`src/rtl/aclint_apb_pkg.sv`:
```
// Shared configuration type and ACLINT address map, imported by the ACLINT
// RTL and by anything that needs to decode the same offsets.
package aclint_apb_pkg;

    typedef struct packed {
        int XLEN;
    } cvw_t;

    localparam cvw_t CVW_DEFAULT = '{XLEN: 32};

    localparam logic [15:0] ACLINT_MSIP_BASE     = 16'h0000;
    localparam logic [15:0] ACLINT_MTIMECMP_BASE = 16'h4000;
    localparam logic [15:0] ACLINT_MTIME_OFF     = 16'hBFF8;

    // Word-align a byte offset to the bus width (bytes = XLEN/8).
    function automatic logic [15:0] align_addr(input logic [15:0] a, input int bytes);
        return a & ~16'(bytes - 1);
    endfunction

endpackage

```
`src/rtl/aclint_timebase.sv`:
```
// Shared MTIME counter with a TICKDIV prescaler; a bus write to any MTIME
// byte wins over the increment in that cycle and restarts the prescaler.
module aclint_timebase #(
    parameter int TICKDIV = 1
) (
    input  logic        PCLK,
    input  logic        PRESETn,
    input  logic        we_lo,
    input  logic        we_hi,
    input  logic [63:0] wd,
    input  logic [7:0]  strb,
    output logic [63:0] MTIME
);

    logic [7:0] be;
    logic       wr;
    logic       tick;

    assign be = strb & {{4{we_hi}}, {4{we_lo}}};
    assign wr = |be;

    if (TICKDIV > 1) begin : g_pc
        localparam int PCW = $clog2(TICKDIV);
        logic [PCW-1:0] pc;

        assign tick = (pc == PCW'(TICKDIV - 1));

        always_ff @(posedge PCLK or negedge PRESETn) begin
            if (!PRESETn)        pc <= '0;
            else if (wr || tick) pc <= '0;
            else                 pc <= pc + PCW'(1);
        end
    end else begin : g_nopc
        assign tick = 1'b1;
    end

    // Bytes not selected by the write hold their value; no increment that cycle.
    always_ff @(posedge PCLK or negedge PRESETn) begin
        if (!PRESETn) begin
            MTIME <= '0;
        end else if (wr) begin
            for (int b = 0; b < 8; b++)
                if (be[b]) MTIME[8*b +: 8] <= wd[8*b +: 8];
        end else if (tick) begin
            MTIME <= MTIME + 64'd1;
        end
    end

endmodule

```
`src/rtl/aclint_apb.sv`:
```
// Multi-hart ACLINT on APB: per-hart MSIP and MTIMECMP, shared MTIME,
// registered read data and combinational interrupt outputs.
module aclint_apb
    import aclint_apb_pkg::*;
#(
    parameter cvw_t P       = CVW_DEFAULT,
    parameter int   NHARTS  = 1,
    parameter int   TICKDIV = 1
) (
    input  logic                PCLK,
    input  logic                PRESETn,
    input  logic                PSEL,
    input  logic                PENABLE,
    input  logic                PWRITE,
    input  logic [15:0]         PADDR,
    input  logic [P.XLEN-1:0]   PWDATA,
    input  logic [P.XLEN/8-1:0] PSTRB,
    output logic [P.XLEN-1:0]   PRDATA,
    output logic                PREADY,
    output logic [63:0]         MTIME,
    output logic [NHARTS-1:0]   MTimerInt,
    output logic [NHARTS-1:0]   MSwInt
);

    localparam int XLEN = P.XLEN;
    localparam int NB   = XLEN / 8;

    logic        memwrite;
    logic [15:0] entry;
    logic [63:0] wd64;
    logic [7:0]  strb64;
    logic [63:0] hart_rd [NHARTS];
    logic [63:0] mtime_rd;
    logic [63:0] rd64;
    logic [XLEN-1:0] rd_x;
    logic        mt_lo, mt_hi;

    // Everything is handled in 64-bit lanes; with XLEN=32 the bus word is
    // replicated so the upper lane sees the same data and strobes.
    assign memwrite = PSEL & PENABLE & PWRITE;
    assign entry    = align_addr(PADDR, NB);
    assign wd64     = {(64/XLEN){PWDATA}};
    assign strb64   = {(64/XLEN){PSTRB}};
    assign PREADY   = 1'b1;

    for (genvar h = 0; h < NHARTS; h++) begin : g_hart
        localparam logic [15:0] MSIP_A = ACLINT_MSIP_BASE + 16'(4 * h);
        localparam logic [15:0] CMP_A  = ACLINT_MTIMECMP_BASE + 16'(8 * h);
        localparam int          ML     = h % 2;

        logic        msip_q, msip_sel, cmp_lo, cmp_hi;
        logic [7:0]  cmp_be;
        logic [63:0] cmp_q;

        assign msip_sel = (entry == align_addr(MSIP_A, NB));
        assign cmp_lo   = (entry == CMP_A);
        assign cmp_hi   = (entry == align_addr(CMP_A + 16'd4, NB));
        assign cmp_be   = strb64 & {{4{memwrite & cmp_hi}}, {4{memwrite & cmp_lo}}};

        always_ff @(posedge PCLK or negedge PRESETn) begin
            if (!PRESETn)
                msip_q <= 1'b0;
            else if (memwrite && msip_sel && strb64[4*ML])
                msip_q <= wd64[32*ML];
        end

        // All-ones reset keeps MTimerInt low until software programs a compare.
        always_ff @(posedge PCLK or negedge PRESETn) begin
            if (!PRESETn) begin
                cmp_q <= '1;
            end else begin
                for (int b = 0; b < 8; b++)
                    if (cmp_be[b]) cmp_q[8*b +: 8] <= wd64[8*b +: 8];
            end
        end

        assign MSwInt[h]    = msip_q;
        assign MTimerInt[h] = (MTIME >= cmp_q);
        assign hart_rd[h]   = {(cmp_hi ? cmp_q[63:32] : 32'h0), (cmp_lo ? cmp_q[31:0] : 32'h0)}
                            | (msip_sel ? (64'(msip_q) << (32 * ML)) : 64'h0);
    end

    assign mt_lo = (entry == ACLINT_MTIME_OFF);
    assign mt_hi = (entry == align_addr(ACLINT_MTIME_OFF + 16'd4, NB));

    aclint_timebase #(.TICKDIV(TICKDIV)) u_timebase (
        .PCLK    (PCLK),
        .PRESETn (PRESETn),
        .we_lo   (memwrite & mt_lo),
        .we_hi   (memwrite & mt_hi),
        .wd      (wd64),
        .strb    (strb64),
        .MTIME   (MTIME)
    );

    assign mtime_rd = {(mt_hi ? MTIME[63:32] : 32'h0), (mt_lo ? MTIME[31:0] : 32'h0)};

    always_comb begin
        rd64 = mtime_rd;
        for (int h = 0; h < NHARTS; h++) rd64 = rd64 | hart_rd[h];
    end

    if (XLEN == 64) begin : g_rd64
        assign rd_x = rd64[XLEN-1:0];
    end else begin : g_rd32
        assign rd_x = rd64[XLEN-1:0] | rd64[63:64-XLEN];
    end

    always_ff @(posedge PCLK or negedge PRESETn) begin
        if (!PRESETn) PRDATA <= '0;
        else          PRDATA <= rd_x;
    end

endmodule

```
`config.mk`:
```
export PLATFORM = sky130hd
export DESIGN_NAME = aclint_apb
export DESIGN_NICKNAME = d
export VERILOG_FILES = /design/src/rtl/aclint_apb_pkg.sv /design/src/rtl/aclint_timebase.sv /design/src/rtl/aclint_apb.sv
export SDC_FILE = /design/constraint.sdc
export NUM_CORES = 1
export LEC_CHECK = 0
export CAP_MARGIN = 20
export CORE_ASPECT_RATIO = 1.5
export CORE_MARGIN = 2
export CORE_UTILIZATION = 45
export CTS_BUF_LIST = sky130_fd_sc_hd__clkbuf_2
export CTS_CLUSTER_SIZE = 12
export DETAILED_ROUTE_END_ITERATION = 12
export DONT_BUFFER_PORTS = 1
export HOLD_SLACK_MARGIN = 0.15
export SLEW_MARGIN = 10
export SYNTH_ARGS = -nofsm -noshare
export SYNTH_HDL_FRONTEND = slang
export SYNTH_SLANG_ARGS = --single-unit
export TNS_END_PERCENT = 1
```
`constraint.sdc`:
```
create_clock -name PCLK -period 3 [get_ports PCLK]
set_clock_uncertainty 0.2 [all_clocks]
set_input_delay 0.3 -clock PCLK [delete_from_list [all_inputs] [get_ports PCLK]]
set_output_delay 0.3 -clock PCLK [all_outputs]
set_load 0.05 [all_outputs]
```
Yosys cells after proc, flatten, opt, wreduce, memory -nomap -nowiden
Index checks and enable logic that the tools add are counted. Widths: inputs -> output; s select.

Flip-flop bits (word level): 161. Input port bits: 57. Output and inout bits: 99. Word-level logic and storage cells: 61.

Add/sub/neg operators: 1. $lt $le $gt $ge: 1. Eq/ne operators: 12. Muxes and demuxes: 14. Bitwise gates (word level): 11. Reduce and logical (&&, ||, !) cells: 4.

Operators by type and width (count): $mux 32 (4); $add 64x1->64 const B (1); $ge 64x64->1 (1); $mux 64 (1); $mux 8 (8); $or 64x1->64 (1); $or 64x64->64 (1); $or 32x32->32 (1); $eq 14x13->1 const B (2); $eq 14x14->1 const B (2); $and 8x8->8 (2); $logic_not 16->1 (1); $ne 2x1->1 const B (8); $reduce_or 8->1 (1); $and 1x1->1 (6); $logic_and 1x1->1 (2); $mux 1 (1).

Longest topological paths before layout
Gate-level depths: netlist (run 1).

Word-level depth: 6. Depth in mapped cells: 9. Depth with buffers taken out: 8.

Hierarchy
A second synthesis (run 1) with hierarchy kept.

Cells, all modules: 1115. Area total of the unflattened synthesis: 9806.9 µm².

Modules (own cells, without submodules): aclint_apb (instances 1, cells an instance 602, area an instance 5620.4 µm², sequential area each 2507.4 µm²); aclint_timebase (instances 1, cells an instance 513, area an instance 4186.5 µm², sequential area each 1601.5 µm²).

Worst setup path before layout (run 1)
OpenSTA, ideal clock, no wires.

Path kind: register to output. Start point: register u_timebase.MTIME[53]. End point: output MTimerInt. Arrival time: 2615 ps. Data required time: 2500 ps. Setup slack: -115 ps. Cell stages (with the launch flop): 8. Buffers on the path: 0. Cells stage by stage: dfrtp_1 -> ha_1 -> and4_1 -> nor4bb_1 -> nand2_1 -> nor2_1 -> nand3_1 -> o211ai_1.

Cells in the longest elaborated chain, start to end: 1.

Ends and longest elaborated chain: start, declared (line aclint_timebase.sv:12) `output logic [63:0] MTIME`; start signal, assigned by index (line aclint_timebase.sv:43) `if (be[b]) MTIME[8*b +: 8] <= wd[8*b +: 8];`; start signal, assigned (line aclint_timebase.sv:45) `MTIME <= MTIME + 64'd1;`; $ge 64x64->1 (line aclint_apb.sv:78) `assign MTimerInt[h] = (MTIME >= cmp_q);`; end, declared (line aclint_apb.sv:21) `output logic [NHARTS-1:0] MTimerInt,`.

Every way passes these cells.

Worst setup path in the final report (run 1)
Start point: register g_hart[0].cmp_q[3]. End point: output MTimerInt.

Cells in the longest elaborated chain, start to end: 1.

Ends and longest elaborated chain: start, declared (line aclint_apb.sv:53) `logic [63:0] cmp_q;`; start signal, assigned by index (line aclint_apb.sv:73) `if (cmp_be[b]) cmp_q[8*b +: 8] <= wd64[8*b +: 8];`; $ge 64x64->1 (line aclint_apb.sv:78).

Every way passes these cells.

==> results.tsv, run 1 <==
stage	metric	value	unit
status	status	finished with violations	
status	violations	negative hold slack, negative setup slack	
grt	grt_pass1_vias	9405	
cells_and_area	nFillCells	1906	
die	die_y	186.1	um
yosys	synth_top_family_by_area	simple AND/OR/NAND/NOR gates	
setup_path	start_kind	register	
timing	tightest_slew	589.5	ps
yosys	synth-async-reset-ratio	100.0	%
setup_path	worst_ep_required_time	2500	ps
die	initial_utilization	45.79	%
power	p_comb_share	13.0	%
timing	maxSlewHeadroom	60.70	%
yosys	yosys_warnings	0	
die	core_area	0.02172	sq mm
power	seq_power_share	55.8	%
cells_and_area	nets	1384	
clocking	worstSkewPairLatency	850	ps
setup_path	end_kind	output port	
timing	whs	-1087	ps
grt	antenna_found_initial	1	
die	std_cell_rows	66	
yosys	synth-edff-count	0	
power	p_int	2.823	mW
power	switching_share	30.48	%
detailed_routing	drtIter0Drc	602	
timing	setup_viol	2	
detailed_routing	drc	0	
worst_hold_path	hold_path.class	input port to async pin	
clocking	cts.htree.levels	4	
die	dieArea	0.02333	sq mm
power	p_leak	5.431	nW
grt	grtUsageMet3	5.116	%
detailed_routing	avgViaCountPerCell	6.075	
timing	hold_viol	161	
placement	io_buffers	0	
yosys	synth_compound_area_share	13.56	%
detailed_routing	firstDrtPassIters	5	
timing	setup_ws	-860.8	ps
timing	grt_setup_unrepaired	true	
power	pwr_density_cell	314.6	mW/mm^2
yosys	syn-cell-area	0.009945	sq mm
flow_run	drv_cap	0	
clocking	ctsLongestPathBuffers	2	
cells_and_area	drive_gt1_share	28.31	%
cells_and_area	area_growth	29.79	%
yosys	syn_nets	1151	
grt	overflow	0	
yosys	synthCells	1029	
detailed_routing	wire_per_inst	21.70	um
power	power.net_switching	1.238	mW
yosys	ys_ff_latch	161	
yosys	synth_xor_area_share	0	%
clocking	cts_root_buf	clkbuf_2	
die	io_pins	156	
clocking	numCtsBuffers	17	
yosys	synth_mux_area_share	13.78	%
placement	place_hpwl	23470	um
detailed_routing	ant_nets	0	
grt	grt_busiest_layer	met2	
power	clockPowerShare	31.2	%
cells_and_area	final_cell_mix	129 x buf_4, 125 x dlygate4sd3_1, 82 x dfrtp_1, 81 x nand2_1	
grt	grt_usage	28.69	%
clocking	cts_tree	built	
yosys	synthSimpleGateAreaFrac	18.28	%
yosys	avgSynthCellArea	9.664	sq um
setup_path	arrival	3360	ps
timing	period_needed	3861	ps
grt	grt_pass1_wl	51530	um
cells_and_area	fin_area	0.01291	sq mm
yosys	yosysSeqAreaShare	41.32	%
timing	period_share	128.7	%
die	die_x	125.4	um
setup_path	crit_type	register to output port	
placement	gp_congestion	0.9185	
grt	met1_usage	33.70	%
yosys	synth_fa_ha_area_share	8.178	%
cells_and_area	final_common_cell	buf_4	
clocking	cts.clk_slew.worst_paths	250	ps
detailed_routing	dr_total_vias	9404	
cells_and_area	instances_no_fill	1548	
timing	report.final.slew_viol_count	0	
detailed_routing	drt-total-wl	33600	um
grt	gr-usage-met2	51.15	%
placement	dp_slack	-69.10	ps
clocking	cts.sinks	161	
timing	timing.fmax	259.0	MHz
yosys	ys_dominant_reg_cell	dfrtp_1	
setup_path	cp_max_fo	3	
power	ir_drop	0.0001920	V
placement	place_inst	1374	
yosys	ys_types	67	
grt	grt_max_degree	162	
placement	placed_area	0.01101	sq mm
-- timing repair --
item | 4_1_cts | 5_1_grt
pin swaps | 10 | 11
endpoints found under the setup margin | 1 | 23
hold buffers | 130 | 2
resized for setup | 16 | 35
hold endpoints to repair | 322 | 165
buffers inserted | 2 | 7
-- logic make-up after synthesis --
logic type                 count (synthesis)
AOI/OAI and AO/OA                        203
adders and majority gates                 65
buffers and inverters                    119
DFF                                      161
muxes                                    129
other                                      1
and+or+nand+nor                          351
-- worst paths after layout --
path | from | end | slack (ps) | depth (start not counted)
setup / recovery | g_hart[0].cmp_q[3] | MTimerInt | -860 | 11
hold / removal | PRESETn | PRDATA[4] | -1090 | 0
setup reg to reg | u_timebase.MTIME[1] | u_timebase.MTIME[62] | 40 | 8
hold reg to reg | g_hart[0].cmp_q[7] | g_hart[0].cmp_q[7] | 320 | 2
max in group asynchronous | PRESETn | g_hart[0].cmp_q[48] | 3340 | 0
min in group PCLK | PADDR[3] | PRDATA[31] | 240 | 5
-- power groups by stage --
stage          sequential [mW]  clock (mW)  combinational (mW)
2_1_floorplan             2.40           0               0.158
3_3_place_gp              2.29           0               0.345
3_5_place_dp              2.30           0               0.350
4_1_cts                   2.26        1.30               0.512
5_1_grt                   2.27        1.38               0.564
6_report                  2.27        1.27               0.528
-- layout make-up --
cell class / instances / area (sq um) / share of cell area, %
Clock buffer: 17 / 85.08 / 0.6592
Antenna cell: 1 / 2.502 / 0.01939
Clock inverter: 15 / 157.7 / 1.221
Multi-Input combinational cell: 749 / 5587 / 43.28
Sequential cell: 161 / 4128 / 31.98
Timing Repair Buffer: 262 / 2341 / 18.14
Inverter: 71 / 266.5 / 2.065
Tap cell: 272 / 340.3 / 2.637
-- critical path, cell delays in order, from the launching register on --
cell	delay, ps
dfstp_2	600
inv_1	50
ha_1	280
o211ai_1	90
a21oi_1	140
a2111oi_1	80
buf_4	150
nor4_4	300
nor3_2	80
buf_4	160
o211ai_1	330
buf_4	270
-- sequential cells by signal, indices dropped and copies added, names as in the netlist --
register / count
PRDATA: 32
MSwInt: 1
u_timebase.MTIME: 64
g_hart.cmp_q: 64
-- stage by stage --
| step | TNS, ps | total power, mW | util (%) |
|---|---|---|---|
| 6_report | -904.6 | 4.061 | 59.43 |
| 2_1_floorplan | 0 | 2.559 | - |
| 3_5_place_dp | -69.10 | 2.647 | 50.67 |
| 3_3_place_gp | 0 | 2.640 | 50.67 |
| 5_1_grt | -1135 | 4.215 | 59.43 |
| 4_1_cts | -2233 | 4.077 | 58.41 |
-- per-layer routing --
metal | up-vias | share of wire [%]
li1 | 4332 | -
met1 | 4608 | 40
met2 | 367 | 51
met3 | 97 | 5.3
met4 | 0 | 4.4
met5 | - | 0
-- Yosys cell counts, types with 3 or more instances --
cell type  count  area (sq um)
a31oi_1        6         37.54
or3_1          3         18.77
nor3_1        35         175.2
clkbuf_1      31         116.4
dfrtp_1       97          2427
ha_1          65         813.3
a31o_2         3         26.28
o2111ai_1      3         26.28
o211ai_1      16         120.1
a211oi_1      16         120.1
inv_1         71         266.5
and3_1        15         93.84
dfstp_2       64          1682
nor2_1        64         240.2
and2_1         4         25.02
mux2_2        63         709.4
or2_2          3         18.77
buf_2          5         25.02
mux2i_1       66         660.6
nand3_1       55         275.3
and4_1        13         113.9
and3_2         4         30.03
nor2b_1        3         18.77
a311oi_1       7         61.31
o22ai_1       41         256.5
o21ai_0       33         165.2
o311ai_0       9         78.83
or4_1          4         30.03
a21oi_1       42         210.2
nand4_1       27         168.9
a221oi_1       4         35.03
buf_1          8         30.03
nor4_1        20         125.1
nand2_1       84         315.3
nand2b_1       3         18.77
(Power assumes the default switching activity.)
==> run 2, diff against run 1 <==
--- a/config.mk
+++ b/config.mk
@@ -5,6 +5,7 @@
 export SDC_FILE = /design/constraint.sdc
 export NUM_CORES = 1
 export LEC_CHECK = 0
+export ABC_AREA = 1
 export CAP_MARGIN = 20
 export CORE_ASPECT_RATIO = 1.5
 export CORE_MARGIN = 2
==> results.tsv, run 2 <==
stage	metric	value	unit
yosys	yosysSeqAreaShare	37.99	%
yosys	ys_types	36	
detailed_routing	ant_nets	0	
clocking	numCtsBuffers	17	
yosys	synth-async-reset-ratio	100.0	%
yosys	synth_commonest_cells	371 x nand2_1, 201 x inv_1, 191 x nand3_1	
die	initial_utilization	45.73	%
grt	grt_pass1_vias	11500	
timing	whs	-1061	ps
timing	maxSlewHeadroom	55.03	%
power	power.net_switching	1.332	mW
power	p_leak	6.217	nW
cells_and_area	largestRegisters	g_hart.cmp_q (64), u_timebase.MTIME (64), PRDATA (32)	
timing	grt_setup_unrepaired	true	
clocking	ctsLongestPathBuffers	2	
flow_run	drv_cap	0	
detailed_routing	avgViaCountPerCell	5.602	
setup_path	crit_top_cell	nand2_2	
cells_and_area	final_common_cell	nand2_1	
yosys	ys_ff_latch	161	
clocking	cts_tree	built	
setup_path	worst_ep_required_time	2500	ps
grt	grt_pass1_wl	64300	um
power	switching_share	30.90	%
placement	io_buffers	0	
yosys	ys_dominant_reg_cell	dfrtp_1	
power	pwr_density_cell	309.3	mW/mm^2
worst_hold_path	hold_path.class	input port to async pin	
detailed_routing	firstDrtPassIters	6	
yosys	synth.top_cell.area_share	22.44	%
detailed_routing	drt-total-wl	43260	um
setup_path	path_cells	inv_1, ha_1, nand2_1, nor2_2, nand2_4, nor4_4, buf_4, and3_4, nand2_2, nand2_2, buf_12	
yosys	synth-edff-count	0	
status	status	finished with violations	
yosys	synthCells	1517	
die	io_pins	156	
placement	gp_congestion	0.9925	
cells_and_area	seqCellArea	0.004109	sq mm
cells_and_area	fin_util	58.90	%
cells_and_area	fin_area	0.01393	sq mm
setup_path	critPathTopFamily	simple AND/OR/NAND/NOR gates	
die	die_x	130.6	um
setup_path	crit_type	register to output port	
setup_path	critPathMaxStageDelay	590	ps
timing	tightest_slew	673.0	ps
clocking	cts.htree.levels	4	
setup_path	arrival	2860	ps
detailed_routing	dr_total_vias	11690	
yosys	syn-cell-area	0.01082	sq mm
cells_and_area	multi_input_area	0.006053	sq mm
grt	overflow	0	
detailed_routing	drc	0	
grt	grt_usage	33.96	%
cells_and_area	area_growth	28.81	%
setup_path	crit_buf_inv	3	
grt	grt_max_degree	162	
clocking	cts.sinks	161	
clocking	cts_root_buf	clkbuf_2	
timing	setup_ws	-362.1	ps
die	die_y	193.9	um
timing	period_share	112.1	%
placement	placed_area	0.01177	sq mm
power	p_comb_share	17.2	%
detailed_routing	wire_per_inst	20.74	um
grt	antenna_found_initial	1	
die	std_cell_rows	69	
yosys	synth_most_common_cell	nand2_1	
cells_and_area	nFillCells	2303	
status	violations	negative hold slack, negative setup slack	
timing	setup_viol	2	
yosys	synth_area_leader_cell	dfrtp_1	
timing	report.final.slew_viol_count	0	
setup_path	end_kind	output port	
placement	dp_slack	265.2	ps
timing	timing.fmax	297.4	MHz
yosys	syn_nets	1639	
setup_path	slowest_stage	dfstp_2	
die	dieArea	0.02532	sq mm
yosys	yosys_warnings	0	
timing	period_needed	3362	ps
power	seq_power_share	52.9	%
placement	place_hpwl	30890	um
yosys	netlist_top_cells_area	dfrtp_1 22%, dfstp_2 16%, nand2_1 13%	
power	ir_drop	0.0003828	V
timing	hold_viol	161	
clocking	worstSkewPairLatency	820	ps
power	clockPowerShare	29.9	%
cells_and_area	final_cell_mix	355 x nand2_1, 196 x inv_1, 186 x nand3_1, 137 x dlygate4sd3_1, 118 x nor2_1	
clocking	cts.clk_slew.worst_paths	250	ps
yosys	avgSynthCellArea	7.130	sq um
setup_path	cp_max_fo	2	
cells_and_area	drive_gt1_share	15.29	%
cells_and_area	nets	1875	
setup_path	start_kind	register	
power	p_int	2.978	mW
detailed_routing	drtIter0Drc	913	
die	core_area	0.02366	sq mm
==> run 2: cell types whose count changed in the layout (fill, tap and decap cells not counted), sizes merged, moves of 17 or more <==
cell   previous run  this run
nand2            84       373
nand3            57       191
inv              77       205
o21ai            34       141
mux2i            66         1
nor2             64       128
mux2             63         0
a21oi            42        77
xor2              0        35
buf             132       110
o22ai            41        21
nor4             23         5
and3             19         2
==> run 2: power groups by stage <==
stage / clock network, mW / registers [mW] / logic [mW]
5_1_grt: 1.41 / 2.28 / 0.784
3_3_place_gp: 0 / 2.31 / 0.498
4_1_cts: 1.32 / 2.27 / 0.672
6_report: 1.29 / 2.28 / 0.741
2_1_floorplan: 0 / 2.42 / 0.210
3_5_place_dp: 0 / 2.31 / 0.502
==> run 2: through the flow <==
step                hold WS (ps)  power, mW  TNS, ps  std cells
finish                     -1061      4.310   -538.2       2086
global route               -1144      4.478   -963.3       2086
CTS                        -1124      4.262   -14500       2075
detailed placement        -189.0      2.811        0       1897
global placement          -189.6      2.807        0       1897
floorplan                 -195.6      2.625        0       1517
==> run 2: timing repair <==
action,in CTS,in global routing
endpoints found under the setup margin,1,87
gates cloned,0,2
hold endpoints to repair,322,168
setup buffers,3,4
gates resized for setup,10,75
hold buffers,143,3
pin swaps,4,15
==> run 2: final cells by class <==
cell class | count | area share [%]
Multi-Input combinational cell | 1111 | 43.44
Sequential cell | 161 | 29.49
Timing Repair Buffer | 256 | 16.90
Inverter | 206 | 5.550
Tap cell | 319 | 2.865
Clock inverter | 12 | 1.015
Clock buffer | 20 | 0.7184
Antenna cell | 1 | 0.01796
==> run 2: final timing paths <==
path,from,to,slack (ps),cells after the start
max,g_hart[0].cmp_q[57],MTimerInt,-360,11
min in group PCLK,PADDR[2],g_hart[0].cmp_q[26],210,7
min reg2reg,g_hart[0].cmp_q[15],g_hart[0].cmp_q[15],290,2
max reg2reg,u_timebase.MTIME[34],u_timebase.MTIME[58],290,11
min,PRESETn,PRDATA[1],-1060,0
max in group asynchronous,PRESETn,g_hart[0].cmp_q[49],3320,0
==> run 2: layer usage <==
layer	share of wire (%)	global-route usage, %	up-vias
li1	-	-	5461
met1	36	37.97	5563
met2	50	58.37	514
met3	6.7	7.230	148
met4	7.0	19.94	0
met5	0	0	-
==> run 2: cells by family after synthesis <==
logic type               after synthesis  synth area share (%)
AO/OA/AOI/OAI                        249                 12.02
other                                  1               0.03467
multiplexers                           1               0.09254
flip-flops                           161                 37.99
buffers and inverters                247                 9.358
adder cells (fa/ha/maj)               65                 7.519
XOR/XNOR                              40                 3.239
AND/OR/NAND/NOR                      753                 29.75
==> run 3, diff against run 2 <==
--- a/config.mk
+++ b/config.mk
@@ -6,6 +6,7 @@
 export NUM_CORES = 1
 export LEC_CHECK = 0
 export ABC_AREA = 1
+export BUFFER_PORTS_ARGS = -buffer_cell sky130_fd_sc_hd__buf_2
 export CAP_MARGIN = 20
 export CORE_ASPECT_RATIO = 1.5
 export CORE_MARGIN = 2
@@ -13,8 +14,8 @@
 export CTS_BUF_LIST = sky130_fd_sc_hd__clkbuf_2
 export CTS_CLUSTER_SIZE = 12
 export DETAILED_ROUTE_END_ITERATION = 12
-export DONT_BUFFER_PORTS = 1
 export HOLD_SLACK_MARGIN = 0.15
+export PLACE_DENSITY = 0.68
 export SLEW_MARGIN = 10
 export SYNTH_ARGS = -nofsm -noshare
 export SYNTH_HDL_FRONTEND = slang
==> constraint.sdc (replaced) <==
create_clock -name PCLK -period 2.8 [get_ports PCLK]
set_clock_uncertainty 0.2 [all_clocks]
set_input_delay 0.28 -clock PCLK [delete_from_list [all_inputs] [get_ports PCLK]]
set_output_delay 0.28 -clock PCLK [all_outputs]
set_load 0.05 [all_outputs]
==> results.tsv, run 3 (synthesis gave the netlist of run 2 again) <==
stage	metric	value	unit
timing	tightest_slew	637.6	ps
die	core_area	0.02366	sq mm
die	initial_utilization	45.73	%
cells_and_area	largestRegisters	g_hart.cmp_q (64), u_timebase.MTIME (64), PRDATA (32)	
setup_path	r2r_start	u_timebase.MTIME[0]	
cells_and_area	nFillCells	2255	
grt	grt_pass1_vias	12150	
detailed_routing	dr_total_vias	12260	
setup_path	worst-path-stages	16	
setup_path	arrival	3980	ps
cells_and_area	final_common_cell	nand2_1	
setup_path	critical_path.endpoint	u_timebase.MTIME[11]	
status	status	finished with violations	
cells_and_area	nets	1988	
detailed_routing	drt-total-wl	43680	um
grt	grt_max_degree	67	
timing	hold_viol	0	
setup_path	start_kind	input port	
setup_path	critPathMaxStageDelay	620	ps
die	dieArea	0.02532	sq mm
timing	timing.fmax	293.7	MHz
timing	setup_ws	-604.3	ps
clocking	cts_tree	built	
clocking	cts.sinks	161	
grt	overflow	0	
timing	period_needed	3404	ps
status	violations	negative setup slack	
detailed_routing	ant_nets	0	
clocking	numCtsBuffers	17	
timing	setup_viol	87	
grt	antenna_found_initial	1	
setup_path	crit_type	input port to register	
timing	grt_setup_unrepaired	true	
detailed_routing	drc	0	
die	std_cell_rows	69	
placement	place_inst	2036	
detailed_routing	avgViaCountPerCell	5.574	
detailed_routing	firstDrtPassIters	6	
setup_path	cp_max_fo	66	
setup_path	crit_start	PADDR[4]	
setup_path	critPathTopFamily	buffers and inverters	
flow_run	drv_cap	0	
clocking	cts.htree.levels	4	
die	io_pins	156	
worst_hold_path	hold_path.class	input port to register	
timing	maxSlewHeadroom	57.35	%
cells_and_area	final_cell_mix	359 x nand2_1, 191 x inv_1, 190 x nand3_1, 151 x buf_2, 118 x nor2_1	
timing	period_share	121.6	%
clocking	cts.clk_slew.worst_paths	250	ps
grt	grt_usage	34.47	%
placement	place_hpwl	31560	um
clocking	worstSkewPairLatency	860	ps
setup_path	ff2ff_setup_slack	0	ps
setup_path	path_cells	buf_2, dlygate4sd3_1, nand2_1, dlygate4sd3_1, nor2_1, nand2_1, dlygate4sd3_1, nor2_4, nand3_1, buf_6, nand2_1, nor2_1, nand2_2, buf_12, nand3_1, nand3_1	
cells_and_area	fin_util	60.50	%
grt	grt_pass1_wl	66140	um
die	die_y	193.9	um
setup_path	slowest_stage	dlygate4sd3_1	
detailed_routing	drtIter0Drc	1102	
timing	report.final.slew_viol_count	0	
cells_and_area	drive_gt1_share	21.82	%
cells_and_area	area_growth	32.31	%
setup_path	r2r_cells	12	
setup_path	end_kind	register	
placement	io_buffers	152	
placement	gp_congestion	1.047	
die	die_x	130.6	um
clocking	cts_root_buf	clkbuf_2	
detailed_routing	wire_per_inst	19.86	um
setup_path	worst_ep_required_time	3370	ps
power	ir_drop	0.0002410	V
setup_path	reg2reg_to	u_timebase.MTIME[34]	
power	fin_total_pwr	4.521	mW
power	pwr_density_cell	315.9	mW/mm^2
clocking	ctsLongestPathBuffers	2	
cells_and_area	instances_no_fill	2199	
setup_path	crit_buf_inv	6	
power	p_leak	6.741	nW
run 3: cell count changes in the layout (fill, tap and decap cells not counted), sizes merged, moves of 2 or more:
cell / before / now
clkinvlp: 1 / 6
clkinv: 9 / 5
buf: 110 / 254
dlymetal6s4s: 6 / 4
dlygate4sd3: 137 / 111
dlymetal6s2s: 2 / 0
run 3: worst min path at each step:
stage	start	endpoint	slack, ps	cells past startpoint
2_1_floorplan	PRESETn	MSwInt	-220	0
3_3_place_gp	PRESETn	PRDATA[28]	110	1
3_5_place_dp	PRESETn	PRDATA[28]	120	1
4_1_cts	PADDR[13]	u_timebase.MTIME[31]	160	11
5_1_grt	PADDR[10]	u_timebase.MTIME[31]	240	11
6_report	PADDR[10]	u_timebase.MTIME[31]	230	11
run 3: worst min-delay path, cell delays in order:
cell and delay [ps]:
buf_2 100, nand2_1 50, nor2_1 40, nand2_1 140, nor2_4 90, o211ai_1 110, nand2_1 60, inv_1 60
nand2_2 160, nand3_1 110, nand3_1 60
run 3: power by group:
| group | switching, mW | internal (mW) |
|---|---|---|
| registers | 0.0496 | 2.37 |
| logic | 0.490 | 0.289 |
| clock network | 0.901 | 0.422 |
run 3: area by class of cell:
type	count	area (sq um)	share of cell area, %
Multi-Input combinational cell	1110	5983	41.81
Sequential cell	161	4109	28.71
Timing Repair Buffer	370	2799	19.56
Inverter	206	782.0	5.464
Tap cell	319	399.1	2.789
Clock inverter	12	136.4	0.9530
Clock buffer	20	100.1	0.6994
Antenna cell	1	2.502	0.01749
run 3: metal layers:
metal	part of all wire [%]	GRT usage, %
met2	51	60.07
met1	37	39.25
met5	0	0
met3	5.7	4.719
met4	7.0	20.72
run 3: metrics by stage:
stage,setup TNS [ps],cell area (sq um),hold WS [ps],setup slack [ps]
after floorplan,0,10820,-215.6,326.9
after global placement,-145.6,12450,111.2,-145.6
after CTS,-21010,14060,157.6,-575.9
after detailed placement,-200.3,12450,115.8,-200.3
final,-32220,14310,233.3,-604.3
after global routing,-39410,14310,240.7,-737.4
run 3: timing repair:
action,in CTS,in global routing
buffers inserted,6,5
cloned,0,1
hold buffers,113,5
hold endpoints to repair,322,12
endpoints found under the setup margin,1,127
pin swaps,12,8
resized for setup,38,44
